`config.mk`:
```
export PLATFORM = sky130hd
export DESIGN_NAME = spi_master
export DESIGN_NICKNAME = d
export VERILOG_FILES = /design/src/rtl/spi_pkg.sv /design/src/rtl/spi_clkgen.sv /design/src/rtl/spi_master.sv
export SDC_FILE = /design/constraint.sdc
export NUM_CORES = 1
export LEC_CHECK = 0
export CORE_MARGIN = 2
export CORE_UTILIZATION = 40
export CTS_CLUSTER_DIAMETER = 100
export CTS_CLUSTER_SIZE = 16
export DETAILED_ROUTE_END_ITERATION = 8
export HOLD_SLACK_MARGIN = 0.12
export PLACE_DENSITY = 0.73
export RECOVER_POWER = 25
export SLEW_MARGIN = 20
export SYNTH_ARGS = -nofsm -noshare
export SYNTH_HDL_FRONTEND = slang
export SYNTH_SLANG_ARGS = --single-unit
```
`constraint.sdc`:
```
create_clock -name clk -period 3.4 [get_ports clk]
set_input_delay 0.85 -clock clk [delete_from_list [all_inputs] [get_ports clk]]
set_output_delay 0.85 -clock clk [all_outputs]
set_load 0.02 [all_outputs]
```
`src/rtl/spi_pkg.sv`:
```
// Shared types for the SPI master: frame width, frame type and FSM states.
// CS_SETUP/CS_HOLD are only reachable when SPI_MASTER_CS_EN is defined.
package spi_pkg;

  localparam int FRAME_BITS = 32;

  typedef logic [FRAME_BITS-1:0] frame_t;

  typedef enum logic [2:0] {
    IDLE,
    CS_SETUP,
    SHIFT,
    CS_HOLD,
    DONE
  } spi_state_t;

endpackage

```
`src/rtl/spi_clkgen.sv`:
```
// SCK divider: while en is high, sck toggles every CLK_DIV clk cycles,
// starting low. rise/fall are one-cycle strobes on the toggling cycle.
// Ports: clk, reset (async, high), en in; sck, rise, fall out.
module spi_clkgen #(
  parameter int CLK_DIV = 4
) (
  input  logic clk,
  input  logic reset,
  input  logic en,
  output logic sck,
  output logic rise,
  output logic fall
);

  localparam int CW = $clog2(CLK_DIV + 1);
  localparam logic [CW-1:0] LAST = CW'(CLK_DIV - 1);

  logic [CW-1:0] cnt;
  logic          tc;

  assign tc   = en & (cnt == LAST);
  assign rise = tc & ~sck;
  assign fall = tc & sck;

  always_ff @(posedge clk or posedge reset) begin
    if (reset) begin
      cnt <= '0;
      sck <= 1'b0;
    end else if (!en) begin
      cnt <= '0;
      sck <= 1'b0;
    end else if (tc) begin
      cnt <= '0;
      sck <= ~sck;
    end else begin
      cnt <= cnt + CW'(1);
    end
  end

endmodule

```
`src/rtl/spi_master.sv`:
```
// Mode-0 SPI master, 32-bit frames MSB first, valid/ready request side.
// Ports: clk, reset (async, high), tx_valid/tx_ready/tx_data in,
// rx_valid/rx_data out, busy, sck, sdo out, sdi in.
// Build option SPI_MASTER_CS_EN adds cs_n with setup/hold phases.
module spi_master
  import spi_pkg::*;
#(
  parameter int CLK_DIV = 4
) (
  input  logic   clk,
  input  logic   reset,
  input  logic   tx_valid,
  output logic   tx_ready,
  input  frame_t tx_data,
  output logic   rx_valid,
  output frame_t rx_data,
  output logic   busy,
  output logic   sck,
  output logic   sdo,
  input  logic   sdi
`ifdef SPI_MASTER_CS_EN
  ,
  output logic   cs_n
`endif
);

  spi_state_t state, nxt;
  frame_t     tx_sh, rx_sh;
  logic [4:0] bit_cnt;
  logic       armed;
  logic       en, rise, fall, last, accept;

  assign en     = (state == SHIFT);
  assign last   = fall & (bit_cnt == 5'd31);
  assign accept = tx_valid & tx_ready;

  spi_clkgen #(
    .CLK_DIV(CLK_DIV)
  ) u_clkgen (
    .clk  (clk),
    .reset(reset),
    .en   (en),
    .sck  (sck),
    .rise (rise),
    .fall (fall)
  );

`ifdef SPI_MASTER_CS_EN
  localparam int CW = $clog2(CLK_DIV + 1);

  logic [CW-1:0] gcnt;
  logic          gdone;
  logic          gate;

  assign gate  = (state == CS_SETUP) |
                 (state == CS_HOLD);
  assign gdone = gate &
                 (gcnt == CW'(CLK_DIV - 1));

  always_ff @(posedge clk or posedge reset) begin
    if (reset) begin
      gcnt <= '0;
    end else if (!gate || gdone) begin
      gcnt <= '0;
    end else begin
      gcnt <= gcnt + CW'(1);
    end
  end
`endif

  always_ff @(posedge clk or posedge reset) begin
    if (reset) begin
      state <= IDLE;
    end else begin
      state <= nxt;
    end
  end

  always_comb begin
    nxt = state;
    unique case (state)
      IDLE: begin
        if (accept) begin
`ifdef SPI_MASTER_CS_EN
          nxt = CS_SETUP;
`else
          nxt = SHIFT;
`endif
        end
      end
`ifdef SPI_MASTER_CS_EN
      CS_SETUP: if (gdone) nxt = SHIFT;
      SHIFT:    if (last)  nxt = CS_HOLD;
      CS_HOLD:  if (gdone) nxt = DONE;
`else
      SHIFT:    if (last)  nxt = DONE;
`endif
      DONE:     nxt = IDLE;
      default:  nxt = IDLE;
    endcase
  end

  // tx_ready waits one edge after reset release via armed.
  always_comb begin
    tx_ready = armed & (state == IDLE);
    busy     = (state != IDLE);
    rx_valid = (state == DONE);
    sdo      = busy & tx_sh[FRAME_BITS-1];
`ifdef SPI_MASTER_CS_EN
    cs_n     = ~((state == CS_SETUP) |
                 (state == SHIFT)    |
                 (state == CS_HOLD));
`endif
  end

  // The last fall leaves bit 0 on sdo and publishes the rx word.
  always_ff @(posedge clk or posedge reset) begin
    if (reset) begin
      armed   <= 1'b0;
      tx_sh   <= '0;
      rx_sh   <= '0;
      rx_data <= '0;
      bit_cnt <= '0;
    end else begin
      armed <= 1'b1;
      if (accept) begin
        tx_sh   <= tx_data;
        rx_sh   <= '0;
        bit_cnt <= '0;
      end
      if (en && rise) begin
        rx_sh <= {rx_sh[FRAME_BITS-2:0], sdi};
      end
      if (en && fall) begin
        bit_cnt <= bit_cnt + 5'd1;
        if (last) begin
          rx_data <= rx_sh;
        end else begin
          tx_sh <= {tx_sh[FRAME_BITS-2:0], 1'b0};
        end
      end
    end
  end

endmodule

```
==> run_results.csv <==
group,metric,value,unit
outcome,status,"finished, violations left",
outcome,violations,"design-rule violations, max-capacitance violations, max-slew violations",
finish,utilization,0.517,
worst_setup_path,path_class,"reg2out",
synth,synth-edff-count,0,
timing,rsz0062_at_grt,"false",
placed_design,gp_congestion,0.754,
worst_setup_path,cp_cell_sequence,"or2_2, and2_1, clkdlybuf4s50_1",
detailed_routing,drt_pass1_iterations,7,
global_routing,gr-usage-all-layers,0.154,
power,peakVddDrop,0.320,mV
global_routing,grt_antenna_before_repair,0,
worst_setup_path,crit_start,"state[1]",
synth,synth.cell_area,0.00475,mm^2
worst_setup_path,start_kind,"register",
die,fp-row-count,39,
placed_design,numPortBuffers,72,
die,initial_core_util,0.412,
synth,ys.flop_type,"dfrtp_1",
synth,synth_top_area_cell,"dfrtp_1",
global_routing,overflow,0,
synth,synth_most_common_cell,"dfrtp_1",
finish,synthToLayoutAreaGrowth,25.4,%
cts,clock_latency,0.34,ns
worst_setup_path,crit_required,2.55,ns
detailed_routing,wl_per_cell,15.4,um
finish,drive_gt1_frac,0.138,
synth,synth_top_area_frac,0.569,
cts,clockBufferDepth,2,
timing,finalCriticalPeriod,2.72,ns
finish,final_nets,527,
hold_path,hp-start,"u_clkgen.cnt[0]",
timing,fmax,367,MHz
worst_setup_path,cp-end-kind,"primary output",
synth,ys_seq_area_frac,0.569,
hold_path,hp-class,"reg2reg",
synth,ys_async_sr_fraction,1.00,
timing,tightest_slew,1.57,ns
detailed_routing,drt_iter0_drc,234,
cts,cts_buffers,9,
timing,finalSetupTns,0,ns
timing,finalCritPeriodShare,0.801,
cts,cts_tree,"yes",
cts,htree_levels,3,
die,core,0.0115,mm^2
worst_setup_path,critical_path.max_stage_delay,0.54,ns
timing,drv_slew,33,
worst_setup_path,slowest_stage,"clkdlybuf4s50_1",
worst_setup_path,critPathMaxFanout,7,
worst_setup_path,r2r_slack,1.02,ns
power,power_density,568,mW/mm^2
detailed_routing,drc_errors,4,
global_routing,grt_max_degree,42,
detailed_routing,wirelength,9820,um
worst_setup_path,r2r-start,"u_clkgen.cnt[0]",
synth,yosysUniqueCellTypes,41,
synth,yosys_register_bits,108,
power,total_leakage_power,2.70,nW
finish,diodes,0,
die,pin_count,73,
cts,postCtsSetupRepairBufs,0,
cts,ctsHoldBuffers,0,
detailed_routing,vias,3401,
synth,syn_avg_cell_area,11.0,um^2
global_routing,grt_pass1_wl,15800,um
synth,yosys-top-cells-count,"dfrtp_1, nand2_1, nor4_1",
worst_setup_path,crit_family,"simple AND/OR/NAND/NOR gates",
detailed_routing,ant_nets,0,
synth,syn_nets,470,
die,die_h,113,um
worst_setup_path,path_buf_inv,1,
synth,synth.yosys.warnings,0,
job,maxCapViolations,1,
timing,slew_headroom,-0.0523,
timing,clock_skew,0.0131,ns
detailed_routing,via_per_inst,5.35,
cts,cts.repair.resized,0,
global_routing,grt_pass1_vias,3308,
worst_setup_path,crit_arrival,1.87,ns
placed_design,dp_hpwl,6370,um
die,fp.dieW,113,um
timing,setup_viol,0,
synth,synthTopCellsByArea,"dfrtp_1, nand2_1, mux2_2, nor4_1, mux2_4",
cts,clkTransAtPathRegs,0.06,ns
timing,hold_viol_final,0,
cts,cts_num_sinks,108,
synth,synthCells,431,
cts,cts-root-buf,"clkbuf_16",
die,die_area,0.0128,mm^2
-- cell type report --
cell class | instances | area, um^2
sequential | 108 | 2700
inverter | 23 | 87.6
clock buffer | 10 | 239
multi-input combinational | 266 | 1810
fill | 997 | 5560
clock inverter | 6 | 109
tap | 143 | 179
timing repair buffer | 80 | 831
-- state kept, by name, indices dropped and copies added (netlist names) --
signal,count
armed,1
state,2
tx_sh,32
u_clkgen.sck,1
bit_cnt,5
rx_data,32
u_clkgen.cnt,3
rx_sh,32
-- logic make-up after synthesis --
kind of cell | synth area share
other | 0.000790
xor gates and xnor gates | 0.00184
muxes | 0.158
DFF | 0.569
adders and majority gates | 0.00790
AOI/OAI and AO/OA | 0.0530
and+or+nand+nor | 0.158
buffers and inverters | 0.0519
-- path summary, 6_finish.rpt --
kind,depth (start not counted),endpoint
worst min-delay path,1,u_clkgen.cnt[0]
worst max register to register,5,rx_data[8]
max in group asynchronous,3,bit_cnt[1]
min in group asynchronous,2,rx_data[12]
worst max-delay path,3,sdo
worst min register to register,1,u_clkgen.cnt[0]
-- where the power goes --
| group | internal [mW] | total, mW | switching (mW) |
|---|---|---|---|
| clock | 0.740 | 1.20 | 0.463 |
| combinational | 0.282 | 0.606 | 0.325 |
| sequential | 1.46 | 1.57 | 0.108 |
| total | 2.48 | 3.38 | 0.897 |
-- layer usage --
layer | track usage | wire, um | vias to the layer above
li1 | - | - | 1602
met1 | 0.210 | 4350 | 1703
met2 | 0.244 | 4910 | 84
met3 | 0.0295 | 396 | 12
met4 | 0.0626 | 163 | 0
met5 | 0 | 0 | -
-- stage by stage --
stage	worst slack (ns)	std cells	total power [mW]	area [um^2]	hold WS, ns
5_1_grt	0.641	636	3.53	5950	0.466
3_5_place_dp	0.713	620	2.20	5610	0.451
6_report	0.676	636	3.38	5950	0.454
3_3_place_gp	0.768	620	2.17	5610	0.429
4_1_cts	0.669	636	3.40	5960	0.459
2_1_floorplan	1.25	431	2.01	4750	0.419
-- layout by cell type, fill, tap and decap left out, types with 3 or more instances in the layout --
cell type        netlist  routed
a31oi_1               31      31
buf_12                 0       4
buf_4                  1       4
bufinv_16              0       3
clkbuf_16              0       9
clkdlybuf4s50_1        0      71
dfrtp_1              108     108
ha_1                   3       3
inv_1                 22      21
mux2_1                10      10
mux2_2                24      24
mux2_4                13      13
mux2i_1               17      17
nand2_1               84      84
nand3_1                5       5
nor2_1                18      18
nor4_1                32      32
o211ai_1               4       4
(Power assumes the default switching activity.)
